$ cat config.mk
export PLATFORM = sky130hd
export DESIGN_NAME = rca64_sub_serial_flat
export DESIGN_NICKNAME = d
export VERILOG_FILES = /design/src/rtl/rca64_sub_serial_pkg.sv /design/src/rtl/rca64_sub_serial_if.sv /design/src/rtl/rca64_sub_serial_digit.sv /design/src/rtl/rca64_sub_serial.sv /design/src/flat_wrapper.sv
export SDC_FILE = /design/constraint.sdc
export NUM_CORES = 1
export LEC_CHECK = 0
export BUFFER_PORTS_ARGS = -buffer_cell sky130_fd_sc_hd__buf_2
export CAP_MARGIN = 0
export CORE_MARGIN = 5
export CORE_UTILIZATION = 49
export DETAILED_ROUTE_END_ITERATION = 10
export GPL_TIMING_DRIVEN = 0
export MAX_ROUTING_LAYER = met4
export PLACE_DENSITY_LB_ADDON = 0.15
export REMOVE_ABC_BUFFERS = 1
export SLEW_MARGIN = 40
export SYNTH_ARGS = -nofsm -noshare
export SYNTH_HDL_FRONTEND = slang
export SYNTH_HIERARCHICAL = 1
export SYNTH_SLANG_ARGS = --single-unit
$ cat constraint.sdc
create_clock -name clock -period 11.6 [get_ports clock]
set_input_delay 1.16 -clock clock [delete_from_list [all_inputs] [get_ports clock]]
set_output_delay 1.16 -clock clock [all_outputs]
set_load 0.005 [all_outputs]
$ cat src/rtl/rca64_sub_serial_pkg.sv
// Shared constants and FSM encoding for the digit-serial 64-bit subtractor.
package rca64_sub_serial_pkg;
    localparam int RCA_WIDTH = 64;
    localparam int RCA_DIGIT = 16;

    typedef enum logic {
        ST_IDLE = 1'b0,
        ST_RUN  = 1'b1
    } state_e;
endpackage

$ cat src/rtl/rca64_sub_serial_if.sv
// Request/response bundle between a requester and the serial subtractor.
interface rca64_sub_serial_if #(
    parameter int WIDTH = rca64_sub_serial_pkg::RCA_WIDTH
);
    logic             start;
    logic [WIDTH-1:0] op1;
    logic [WIDTH-1:0] op2;
    logic [WIDTH-1:0] diff;
    logic             brout;
    logic             busy;
    logic             done;

    modport master (output start, op1, op2, input diff, brout, busy, done);
    modport slave  (input start, op1, op2, output diff, brout, busy, done);
endinterface

$ cat src/rtl/rca64_sub_serial_digit.sv
// Combinational DIGIT-bit ripple subtract slice: a + ~b with carry-in = ~borrow_in.
module rca_sub_digit #(
    parameter int DIGIT = rca64_sub_serial_pkg::RCA_DIGIT
) (
    input  logic [DIGIT-1:0] a,
    input  logic [DIGIT-1:0] b,
    input  logic             borrow_in,
    output logic [DIGIT-1:0] d,
    output logic             borrow_out
);
    logic [DIGIT:0] c;

    assign c[0] = ~borrow_in;

    for (genvar i = 0; i < DIGIT; i++) begin : g_fa
        logic nb;
        assign nb       = ~b[i];
        assign d[i]     = a[i] ^ nb ^ c[i];
        assign c[i+1]   = (a[i] & nb) | (a[i] & c[i]) | (nb & c[i]);
    end

    // Borrow is the complement of the carry leaving the slice.
    assign borrow_out = ~c[DIGIT];
endmodule

$ cat src/rtl/rca64_sub_serial.sv
// Digit-serial unsigned subtractor: one DIGIT slice per clock, LSD first, start/busy/done handshake.
module rca64_sub_serial
    import rca64_sub_serial_pkg::*;
#(
    parameter int WIDTH = RCA_WIDTH,
    parameter int DIGIT = RCA_DIGIT
) (
    input  logic               clock,
    input  logic               reset,
    rca64_sub_serial_if.slave  bus
);
    localparam int NUM_DIGITS = WIDTH / DIGIT;
    localparam int CNT_W      = (NUM_DIGITS > 1) ? $clog2(NUM_DIGITS) : 1;
    localparam logic [CNT_W-1:0] CNT_LAST = CNT_W'(NUM_DIGITS - 1);

    state_e             state_q, state_d;
    logic [CNT_W-1:0]   cnt_q, cnt_d;
    logic               borrow_q, borrow_d;
    logic [WIDTH-1:0]   a_q, a_d;
    logic [WIDTH-1:0]   b_q, b_d;
    logic [WIDTH-1:0]   part_q, part_d;
    logic [WIDTH-1:0]   diff_q, diff_d;
    logic               brout_q, brout_d;
    logic               done_q, done_d;

    logic [DIGIT-1:0]   slice_a, slice_b, slice_d;
    logic               slice_bout;

    assign slice_a = a_q[cnt_q*DIGIT +: DIGIT];
    assign slice_b = b_q[cnt_q*DIGIT +: DIGIT];

    rca_sub_digit #(.DIGIT(DIGIT)) u_slice (
        .a          (slice_a),
        .b          (slice_b),
        .borrow_in  (borrow_q),
        .d          (slice_d),
        .borrow_out (slice_bout)
    );

    always_ff @(posedge clock) begin
        if (reset) begin
            state_q  <= ST_IDLE;
            cnt_q    <= '0;
            borrow_q <= 1'b0;
            a_q      <= '0;
            b_q      <= '0;
            part_q   <= '0;
            diff_q   <= '0;
            brout_q  <= 1'b0;
            done_q   <= 1'b0;
        end else begin
            state_q  <= state_d;
            cnt_q    <= cnt_d;
            borrow_q <= borrow_d;
            a_q      <= a_d;
            b_q      <= b_d;
            part_q   <= part_d;
            diff_q   <= diff_d;
            brout_q  <= brout_d;
            done_q   <= done_d;
        end
    end

    always_comb begin
        state_d  = state_q;
        cnt_d    = cnt_q;
        borrow_d = borrow_q;
        a_d      = a_q;
        b_d      = b_q;
        part_d   = part_q;
        diff_d   = diff_q;
        brout_d  = brout_q;
        done_d   = 1'b0;
        unique case (state_q)
            ST_IDLE: begin
                if (bus.start) begin
                    a_d      = bus.op1;
                    b_d      = bus.op2;
                    cnt_d    = '0;
                    borrow_d = 1'b0;
                    state_d  = ST_RUN;
                end
            end
            ST_RUN: begin
                part_d[cnt_q*DIGIT +: DIGIT] = slice_d;
                borrow_d = slice_bout;
                cnt_d    = cnt_q + 1'b1;
                // Result registers only ever see the completed word.
                if (cnt_q == CNT_LAST) begin
                    diff_d  = part_d;
                    brout_d = slice_bout;
                    done_d  = 1'b1;
                    state_d = ST_IDLE;
                end
            end
            default: state_d = ST_IDLE;
        endcase
    end

    always_comb begin
        bus.busy  = (state_q == ST_RUN);
        bus.done  = done_q;
        bus.diff  = diff_q;
        bus.brout = brout_q;
    end
endmodule

$ cat src/flat_wrapper.sv
// flat-port wrapper written by rule: the top's interface ports become plain ports
module rca64_sub_serial_flat import rca64_sub_serial_pkg::*;
#(
    parameter int WIDTH = RCA_WIDTH,
    parameter int DIGIT = RCA_DIGIT
)
  (clock, reset, bus_start, bus_op1, bus_op2, bus_diff, bus_brout, bus_busy, bus_done);
  rca64_sub_serial_if #(.WIDTH(WIDTH)) bus_i ();
  input  logic clock;
  input  logic reset;
  input wire logic [$bits(bus_i.start)-1:0] bus_start;
  input wire logic [$bits(bus_i.op1)-1:0] bus_op1;
  input wire logic [$bits(bus_i.op2)-1:0] bus_op2;
  output wire logic [$bits(bus_i.diff)-1:0] bus_diff;
  output wire logic [$bits(bus_i.brout)-1:0] bus_brout;
  output wire logic [$bits(bus_i.busy)-1:0] bus_busy;
  output wire logic [$bits(bus_i.done)-1:0] bus_done;
  assign bus_i.start = bus_start;
  assign bus_i.op1 = bus_op1;
  assign bus_i.op2 = bus_op2;
  assign bus_diff = bus_i.diff;
  assign bus_brout = bus_i.brout;
  assign bus_busy = bus_i.busy;
  assign bus_done = bus_i.done;
  rca64_sub_serial #(.WIDTH(WIDTH), .DIGIT(DIGIT)) u_core (.clock(clock), .reset(reset), .bus(bus_i));
endmodule
==> impl_metrics.toml <==
[run_status]
outcome = "complete, no violations"

[timing]
tns_ns = 0
fin_hold_ws_ns = 0.4513
setup_slack_ns = 2.758
skew_ns = 0.009967
hold_viol_final = 0
period_needed_ns = 8.842
setup_viol = 0
fin_crit_sh = 0.7622
drv_slew = 0
tightestPinTransition_ns = 0.8668
fmax_ghz = 0.1131
rsz0062_at_grt = "no"
slew_headroom = 0.4215

[job]
maxCapViolations = 0

[critical_path]
start_kind = "flip-flop"
crit-reg2reg-launch = "u_core/cnt_q[0]$_SDFFE_PP0P_"
criticalPathCategory = "flip-flop to flip-flop"
cp.required_ns = 12.04
crit_arrival_ns = 9.28
regToRegSetupSlack_ns = 2.76
r2r_cells = 21
reg2reg_to = "u_core/bus.diff[31]$_SDFFE_PP0P_"
end_kind = "flip-flop"
critPathMaxFanout = 24

[global_routing]
globalRouteOverflowTotal = 0
grt_start_max_net_pins = 94
antenna_found_initial = 1
grt_usage = 0.2109
grt_pass1_vias = 7944
grt_first_pass_wirelength_mm = 41.12

[cts]
cts_buffers = 26
clkSlewWorstSetupHoldPaths_ns = 0.06
postCtsHoldBufs = 0
clkSinkCount = 246
cts_htree_levels = 1
clockRootBuffer = "clkbuf_16"
clock_latency_ns = 0.52
cts_resized = 0
tritoncts = "built"
post_cts_buffers = 0
clock_path_buffers = 3

[finish]
fillers = 1953
drive_gt1_frac = 0.2516
stdcell_count = 1564
finalNetCount = 1420
syn2layout_area_growth_pct = 19.86

[route]
routed_wirelength_mm = 25.98
vias_per_cell = 5.440
dr.pass1.iters = 5
drtAntennaViolNets = 0
drt_iter0_drc = 402
wl_per_cell_um = 16.61
via_count = 8508
drc = 0

[worst_hold_path]
whs_path_depth = 2
min_path_type = "flip-flop to flip-flop"
holdCritStartpoint = "u_core/b_q[55]$_SDFFE_PP0P_"
min_to = "u_core/b_q[55]$_SDFFE_PP0P_"

[floorplanning]
dieHeight_um = 155.4
start_util = 0.4945
dieArea_mm2 = 0.02416
die_w_um = 155.4
boundaryPins = 198
rows = 53
core_mm2 = 0.02096

[synthesis]
yosys_register_bits = 246
syn_avg_cell_area_um2 = 9.130
synth.cell_area_mm2 = 0.01036
yosysSeqAreaShare = 0.4752
synth_cells = 1135
synth_warnings = 6
ys_types = 32

[power_and_ir_drop]
vdd_drop_max_v = 0.00009997
p_leak_uw = 0.005073
p_total_uw = 1992
power_density_mw_per_mm2 = 160.4

[placement]
place_inst = 1515
gp_congestion = 0.7259
dp_hpwl_mm = 17.20
place_ws_ns = 2.715
port_buffers = 197
## through the flow
stage	util	area (um2)
after global routing	0.5927	12420
after global placement	0.5323	11150
after floorplan	-	9824
after detailed placement	0.5505	11540
after CTS	0.5926	12420
final	0.5927	12420
## synthesized netlist by cell type
cell type / number / area, um2
o21ai_0: 1 / 5.000
buf_1: 12 / 45.04
nor2_1: 95 / 356.6
a221oi_1: 19 / 166.4
clkbuf_2: 1 / 5.000
and3_1: 1 / 6.260
a21oi_1: 136 / 680.7
nor3b_1: 2 / 15.01
dfxtp_1: 246 / 4925
a32oi_1: 45 / 394.1
buf_6: 6 / 67.56
nand4b_1: 6 / 52.55
buf_2: 51 / 255.2
buf_4: 7 / 52.55
nand3_1: 4 / 20.02
a22o_1: 15 / 131.4
nand2_1: 269 / 1010
and4b_1: 1 / 10.01
clkbuf_1: 30 / 112.6
nor4b_2: 1 / 15.01
mux4_2: 32 / 720.7
and3b_1: 2 / 17.52
ha_1: 5 / 62.56
nor2b_1: 15 / 93.84
a221oi_2: 26 / 390.4
inv_1: 37 / 138.9
and4bb_1: 2 / 25.02
and2_1: 1 / 6.260
nand2b_1: 2 / 12.51
fa_1: 16 / 320.3
a31oi_1: 3 / 18.77
nor3_1: 46 / 230.2
## placed cells by master (no fill, tap or decap), types with 13 or more instances in the layout
master	Yosys	routed
fa_1	16	16
nor2_1	95	95
mux4_2	32	32
nand2_1	269	268
a221oi_2	26	26
nor2b_1	15	13
a21oi_1	136	135
clkbuf_16	0	27
nor3_1	46	46
buf_2	51	196
dfxtp_1	246	243
a32oi_1	45	45
inv_1	37	37
a22o_1	15	15
a221oi_1	19	19
## sequential cells by signal, summed over array words and instances, names as in the netlist
signal / flops
u_core/bus.brout: 1
u_core/bus.done: 1
u_core/bus.diff: 64
u_core/part_q: 48
u_core/bus.busy: 1
u_core/a_q: 64
u_core/b_q: 64
u_core/cnt_q: 2
u_core/borrow_q: 1
## worst max-delay path, cell delays in order (launching register included)
cell and delay, ns:
dfxtp_4 0.65, mux4_2 0.60, fa_1 0.42, fa_1 0.39
fa_1 0.45, fa_1 0.43, fa_1 0.42, fa_1 0.44
fa_1 0.40, fa_1 0.41, fa_1 0.44, fa_1 0.40
fa_1 0.40, fa_1 0.40, fa_1 0.43, fa_1 0.40
fa_1 0.38, fa_1 0.44, inv_1 0.16, nor2b_1 0.40
a221oi_2 0.12, nor3_1 0.18
## worst max-delay path by stage
| stage | start | to | slack (ns) | cells past startpoint |
|---|---|---|---|---|
| after floorplan | u_core/cnt_q[0]$_SDFFE_PP0P_ | u_core/bus.diff[31]$_SDFFE_PP0P_ | 2.40 | 21 |
| after global placement | u_core/cnt_q[0]$_SDFFE_PP0P_ | u_core/bus.diff[31]$_SDFFE_PP0P_ | 0.82 | 21 |
| after detailed placement | u_core/cnt_q[0]$_SDFFE_PP0P_ | u_core/bus.diff[31]$_SDFFE_PP0P_ | 2.71 | 21 |
| after CTS | u_core/cnt_q[0]$_SDFFE_PP0P_ | u_core/bus.diff[31]$_SDFFE_PP0P_ | 2.71 | 21 |
| after global routing | u_core/cnt_q[0]$_SDFFE_PP0P_ | u_core/part_q[31]$_SDFFE_PP0P_ | 2.43 | 21 |
| final | u_core/cnt_q[0]$_SDFFE_PP0P_ | u_core/bus.diff[31]$_SDFFE_PP0P_ | 2.76 | 21 |
## kinds of logic (layout without fill, tap and decap cells)
kind of cell / count (synthesis) / count (layout) / synth area share
muxes: 32 / 32 / 0.06955
other: 0 / 1 / 0
AOI/OAI and AO/OA: 245 / 245 / 0.1724
and+or+nand+nor: 447 / 447 / 0.1805
DFF: 246 / 246 / 0.4752
adders and majority gates: 21 / 21 / 0.03695
buffers and inverters: 144 / 297 / 0.06532
## cell type report
class,instances,area (um2),share of cell area
multi-input combinational,745,4806,0.3869
sequential,246,4933,0.3972
timing repair buffer,212,1314,0.1058
inverter,37,138.9,0.01118
tap,275,344.1,0.02770
antenna,1,2.502,0.0002015
clock buffer,39,780.7,0.06286
clock inverter,9,101.3,0.008160
## where the power goes
part / internal (uW) / switching, uW / total, uW
registers: 877 / 21.2 / 898
logic: 98.8 / 159 / 258
clock network: 509 / 328 / 837
total: 1480 / 508 / 1990
## layer usage
metal,up-vias,global-route usage,part of all wire
li1,4200,-,-
met1,4043,0.2860,0.45
met2,221,0.3353,0.48
met3,44,0.03004,0.055
met4,0,0.05377,0.021
met5,-,-,0
No activity file was read; power rests on OpenSTA's default activity.
